**config.mk**
```make
export PLATFORM = sky130hd
export DESIGN_NAME = seq_pattern_tx
export DESIGN_NICKNAME = d
export VERILOG_FILES = /design/src/rtl/seq_pattern_tx.sv
export SDC_FILE = /design/constraint.sdc
export NUM_CORES = 1
export LEC_CHECK = 0
export CAP_MARGIN = 10
export CORE_MARGIN = 3
export CORE_UTILIZATION = 25
export DETAILED_ROUTE_END_ITERATION = 7
export PLACE_DENSITY = 0.44
export SLEW_MARGIN = 15
export SYNTH_ARGS = -nofsm -noshare
export SYNTH_HDL_FRONTEND = slang
export SYNTH_SLANG_ARGS = --single-unit
```
**constraint.sdc**
```tcl
create_clock -name clk -period 2 [get_ports clk]
set_clock_uncertainty 0.05 [all_clocks]
set_input_delay 0.4 -clock clk [delete_from_list [all_inputs] [get_ports clk]]
set_output_delay 0.4 -clock clk [all_outputs]
set_load 0.005 [all_outputs]
```
**src/rtl/seq_pattern_tx.sv**
```systemverilog
// Serial pattern transmitter: accepts a WIDTH-bit word on valid/ready and shifts it out MSB-first.
// Define PARITY_EN to append one even-parity bit after each word.
module seq_pattern_tx #(
  parameter int WIDTH = 4,
  parameter int GAP   = 1
) (
  input  logic             clk,
  input  logic             rst,
  input  logic [WIDTH-1:0] data_in,
  input  logic             data_valid,
  output logic             data_ready,
  output logic             out,
  output logic             out_valid,
  output logic             busy,
  output logic             word_done
);

  localparam int MAXC = (WIDTH > GAP) ? WIDTH : GAP;
  localparam int CW   = (MAXC > 2) ? $clog2(MAXC) : 1;
  localparam logic [CW-1:0] W_LAST = CW'(WIDTH - 1);
  localparam logic [CW-1:0] G_LAST = CW'((GAP > 0) ? GAP - 1 : 0);

`ifdef PARITY_EN
  typedef enum logic [1:0] {S_IDLE = 2'd0, S_SHIFT = 2'd1, S_GAP = 2'd2, S_PAR = 2'd3} state_e;
`else
  typedef enum logic [1:0] {S_IDLE = 2'd0, S_SHIFT = 2'd1, S_GAP = 2'd2} state_e;
`endif

  state_e             state_q, state_d;
  logic [WIDTH-1:0]   shreg_q, shreg_d;
  logic [CW-1:0]      cnt_q, cnt_d;
  logic               out_q, out_d;
  logic               out_valid_q, out_valid_d;
  logic               busy_q, busy_d;
  logic               word_done_q, word_done_d;
  logic               data_ready_q, data_ready_d;
`ifdef PARITY_EN
  logic               par_q, par_d;
`endif
  logic               accept;

  // A word can only be accepted in IDLE or, with GAP=0, on the final bit of the previous word.
  assign accept = data_valid && data_ready_q;

  always_ff @(posedge clk) begin
    // NOTE: sequential state uses non-blocking assignments so every register samples pre-edge values.
    if (rst) begin
      state_q      <= S_IDLE;
      // NOTE: the shift register is an ordinary flop bank, so it is cleared with everything else.
      shreg_q      <= '0;
      cnt_q        <= '0;
      out_q        <= 1'b0;
      out_valid_q  <= 1'b0;
      busy_q       <= 1'b0;
      word_done_q  <= 1'b0;
      data_ready_q <= 1'b0;
`ifdef PARITY_EN
      par_q        <= 1'b0;
`endif
    end else begin
      state_q      <= state_d;
      shreg_q      <= shreg_d;
      cnt_q        <= cnt_d;
      out_q        <= out_d;
      out_valid_q  <= out_valid_d;
      busy_q       <= busy_d;
      word_done_q  <= word_done_d;
      data_ready_q <= data_ready_d;
`ifdef PARITY_EN
      par_q        <= par_d;
`endif
    end
  end

  always_comb begin
    // NOTE: every combinational output gets a default first so no path can infer a latch.
    state_d = state_q;
    shreg_d = shreg_q;
    cnt_d   = cnt_q;
`ifdef PARITY_EN
    par_d   = par_q;
`endif
    case (state_q)
      S_SHIFT: begin
        if (cnt_q != W_LAST) begin
          cnt_d   = cnt_q + 1'b1;
          shreg_d = shreg_q << 1;
        end else begin
`ifdef PARITY_EN
          state_d = S_PAR;
`else
          state_d = (GAP > 0) ? S_GAP : S_IDLE;
          cnt_d   = '0;
`endif
        end
      end
`ifdef PARITY_EN
      S_PAR: begin
        state_d = (GAP > 0) ? S_GAP : S_IDLE;
        cnt_d   = '0;
      end
`endif
      S_GAP: begin
        if (cnt_q == G_LAST) state_d = S_IDLE;
        else                 cnt_d   = cnt_q + 1'b1;
      end
      default: state_d = S_IDLE;
    endcase

    // Accepting a word overrides whatever the current word would have done next.
    if (accept) begin
      state_d = S_SHIFT;
      shreg_d = data_in;
      cnt_d   = '0;
`ifdef PARITY_EN
      par_d   = ^data_in;
`endif
    end
  end

  // Outputs are decoded from the next state and registered, so each appears the cycle the state is entered.
  always_comb begin
    out_d       = 1'b0;
    out_valid_d = 1'b0;
    word_done_d = 1'b0;
    busy_d      = (state_d != S_IDLE);
    case (state_d)
      S_SHIFT: begin
        out_d       = shreg_d[WIDTH-1];
        out_valid_d = 1'b1;
`ifndef PARITY_EN
        word_done_d = (cnt_d == W_LAST);
`endif
      end
`ifdef PARITY_EN
      S_PAR: begin
        out_d       = par_d;
        out_valid_d = 1'b1;
        word_done_d = 1'b1;
      end
`endif
      default: ;
    endcase
    data_ready_d = (state_d == S_IDLE) || ((GAP == 0) && word_done_d);
  end

  assign out        = out_q;
  assign out_valid  = out_valid_q;
  assign busy       = busy_q;
  assign word_done  = word_done_q;
  assign data_ready = data_ready_q;

endmodule

```
==> summary.md <==
| Metric | Value |
|---|---|
| Status | `complete, no violations` |
| Cells after DPL | `103` |
| Actual slew at the worst max-slew pin | `0.393 ns` |
| Num CTS Buffers | `3` |
| CP top delay family | `buffers and inverters` |
| Max Freq | `594 MHz` |
| Initial drt markers | `11` |
| Die Width | `55.9 um` |
| Placer Congestion | `0.759` |
| Static leakage | `0.000307 uW` |
| Final HPWL from detailed placement | `953 um` |
| Ports | `12` |
| PD cells | `616 nW/um2` |
| Initial antenna violation count | `0` |
| Slowest-stage cell, CP | `clkdlybuf4s50_1` |
| RSZ-0062 raised after global routing | `no` |
| Count of antenna diodes in the layout | `0` |
| Critical path arrival | `1.23 ns` |
| Die Span Y | `55.9 um` |
| Vias | `486` |
| # H-tree levels | `1` |
| Area Overhead vs Synth | `29.3%` |
| Largest net degree at the start of global routing | `10` |
| Post-route insts no fill | `107` |
| Setup crit start kind | `flip-flop` |
| Syn Area/Cell | `9.89 um2` |
| Synth cell types | `20` |
| Worst hold path type | `flip-flop to flip-flop` |
| Crit path cell chain | `clkdlybuf4s50_1` |
| Commonest non-fill, non-tap cell in the layout | `dfxtp_1` |
| Post-CTS sizing | `0` |
| Total GRT Usage | `8.76%` |
| Max Root-Sink Buffers | `2` |
| Syn Nets | `76` |
| Critical path class | `flip-flop to output pin` |
| Worst skew pair latency | `0.27 ns` |
| DR pass1 iterations | `4` |
| Hold_ws | `0.429 ns` |
| Number of global-route vias before repair | `495` |
| Root Buffer | `clkbuf_4` |
| Endpoints failing setup | `0` |
| Worst path bufs/invs | `1` |
| First-pass GRT wire length | `2110 um` |
| GRT overflow | `0` |
| DRC | `0` |
| Seq/Total Area, Yosys | `41.8%` |
| Post-Syn Instances | `63` |
| Post-CTS setup buffer count | `0` |
| Slowest stage delay, CP | `0.54 ns` |
| Nets | `93` |
| Rows | `17` |
| Sink Count | `13` |
| Max-Cap Viols | `0` |
| Crit-path max FO | `5` |
| Antenna Nets Post-Route | `0` |
| Total Die Area | `3130 um2` |
| Share of cells above drive strength 1 | `13.9%` |
| DRT Wirelength | `1200 um` |
| Final period util | `84.2%` |
| CP required | `1.55 ns` |
| Setup TNS Final | `0 ns` |
| VDD IR-drop max | `0.000338 V` |
| Most frequent cells in the layout | `dfxtp_1, clkdlybuf4s50_1, nor2_1` |
| PnR Total Power | `496 uW` |
| CP Capture Type | `output pin` |
| Final Hold Fails | `0` |
| Fillcell total | `244` |
| Final min period | `1.68 ns` |
| Clock-pin slew on the worst setup and hold paths | `0.08 ns` |
| #FFs+latches synth | `13` |
| Buffers added on ports | `11` |
| Final Slew Violations | `0` |
| Synthesized cell area | `623 um2` |
| Post-CTS Hold Buffers | `0` |
| CTS tree | `built` |
| Initial Utilization | `27.1%` |
| Slew headroom | `73.6%` |
| Average wire per standard cell | `11.2 um` |
| Main area contributors after synthesis | `dfxtp_1, ha_1, nor2_1` |
| Synth Warn # | `0` |
| Share of the synthesized area in the top cell type | `41.8%` |
| Core Area | `2300 um2` |
| Vias/cell | `4.54` |
| Largest area contributor in the netlist | `dfxtp_1` |
[sequential cells by signal (all words and copies together) (netlist names)]
signal      cells
busy            1
cnt_q           2
data_ready      1
out             1
out_valid       1
shreg_q         4
state_q         2
word_done       1
[cell type report]
cell class	count	area, um2	area share (%)
Tap cell	28	35.0	4.35
Multi-Input combinational cell	45	344	42.7
Clock buffer	4	26.3	3.26
Inverter	4	15.0	1.86
Sequential cell	13	260	32.3
Timing Repair Buffer	13	125	15.5
[power by group]
group          internal (uW)  switching [uW]
sequential               269            6.17
combinational           32.0            26.3
clock                   77.3            85.2
total                    378             118
[synthesized netlist by cell type]
master / count
a2111oi_2: 1
a211oi_1: 4
a211oi_4: 1
a21o_1: 1
a21oi_1: 5
clkbuf_1: 1
dfxtp_1: 13
ha_1: 6
inv_1: 4
mux2i_1: 3
nand2_2: 2
nand2b_1: 2
nand2b_4: 2
nand3_1: 3
nor2_1: 9
nor3b_1: 1
o21a_1: 1
o21ai_0: 2
o32ai_1: 1
or2_1: 1
[worst paths after layout]
check                           slack (ns)    endpoint  depth (start not counted)  startpoint
worst max-delay path                  0.32  data_ready                          1  data_ready
worst max register to register        0.32   word_done                          5  state_q[0]
worst min-delay path                  0.43  shreg_q[0]                          2  shreg_q[0]
worst min register to register        0.43  shreg_q[0]                          2  shreg_q[0]
[through the flow]
step           utilization (%)  setup WS, ns  area (um2)
2_1_floorplan                -         0.438         623
3_3_place_gp              33.9         0.232         779
3_5_place_dp              33.9         0.230         779
4_1_cts                   35.1         0.296         806
5_1_grt                   35.1         0.114         806
6_report                  35.1         0.316         806
[cell families (layout without fill, tap and decap cells)]
kind of cell | after synthesis | after routing | share of synthesized area [%]
buffers and inverters | 5 | 21 | 3.01
adder cells (fa/ha/maj) | 6 | 6 | 12.0
AND/OR/NAND/NOR | 20 | 20 | 18.5
flip-flops | 13 | 13 | 41.8
multiplexers | 3 | 3 | 4.82
AO/OA/AOI/OAI | 16 | 16 | 19.9
[routing by layer]
| layer | part of all wire, % | global-route usage, % | routed length (um) | up-vias |
|---|---|---|---|---|
| met4 | 3.0 | 6.10 | 36 | 0 |
| met3 | 3.3 | 2.09 | 39 | 4 |
| li1 | - | - | - | 251 |
| met5 | 0 | 0 | 0 | - |
| met1 | 46 | 10.2 | 551 | 220 |
| met2 | 48 | 14.0 | 570 | 11 |
Power figures use the tool's default switching activity.
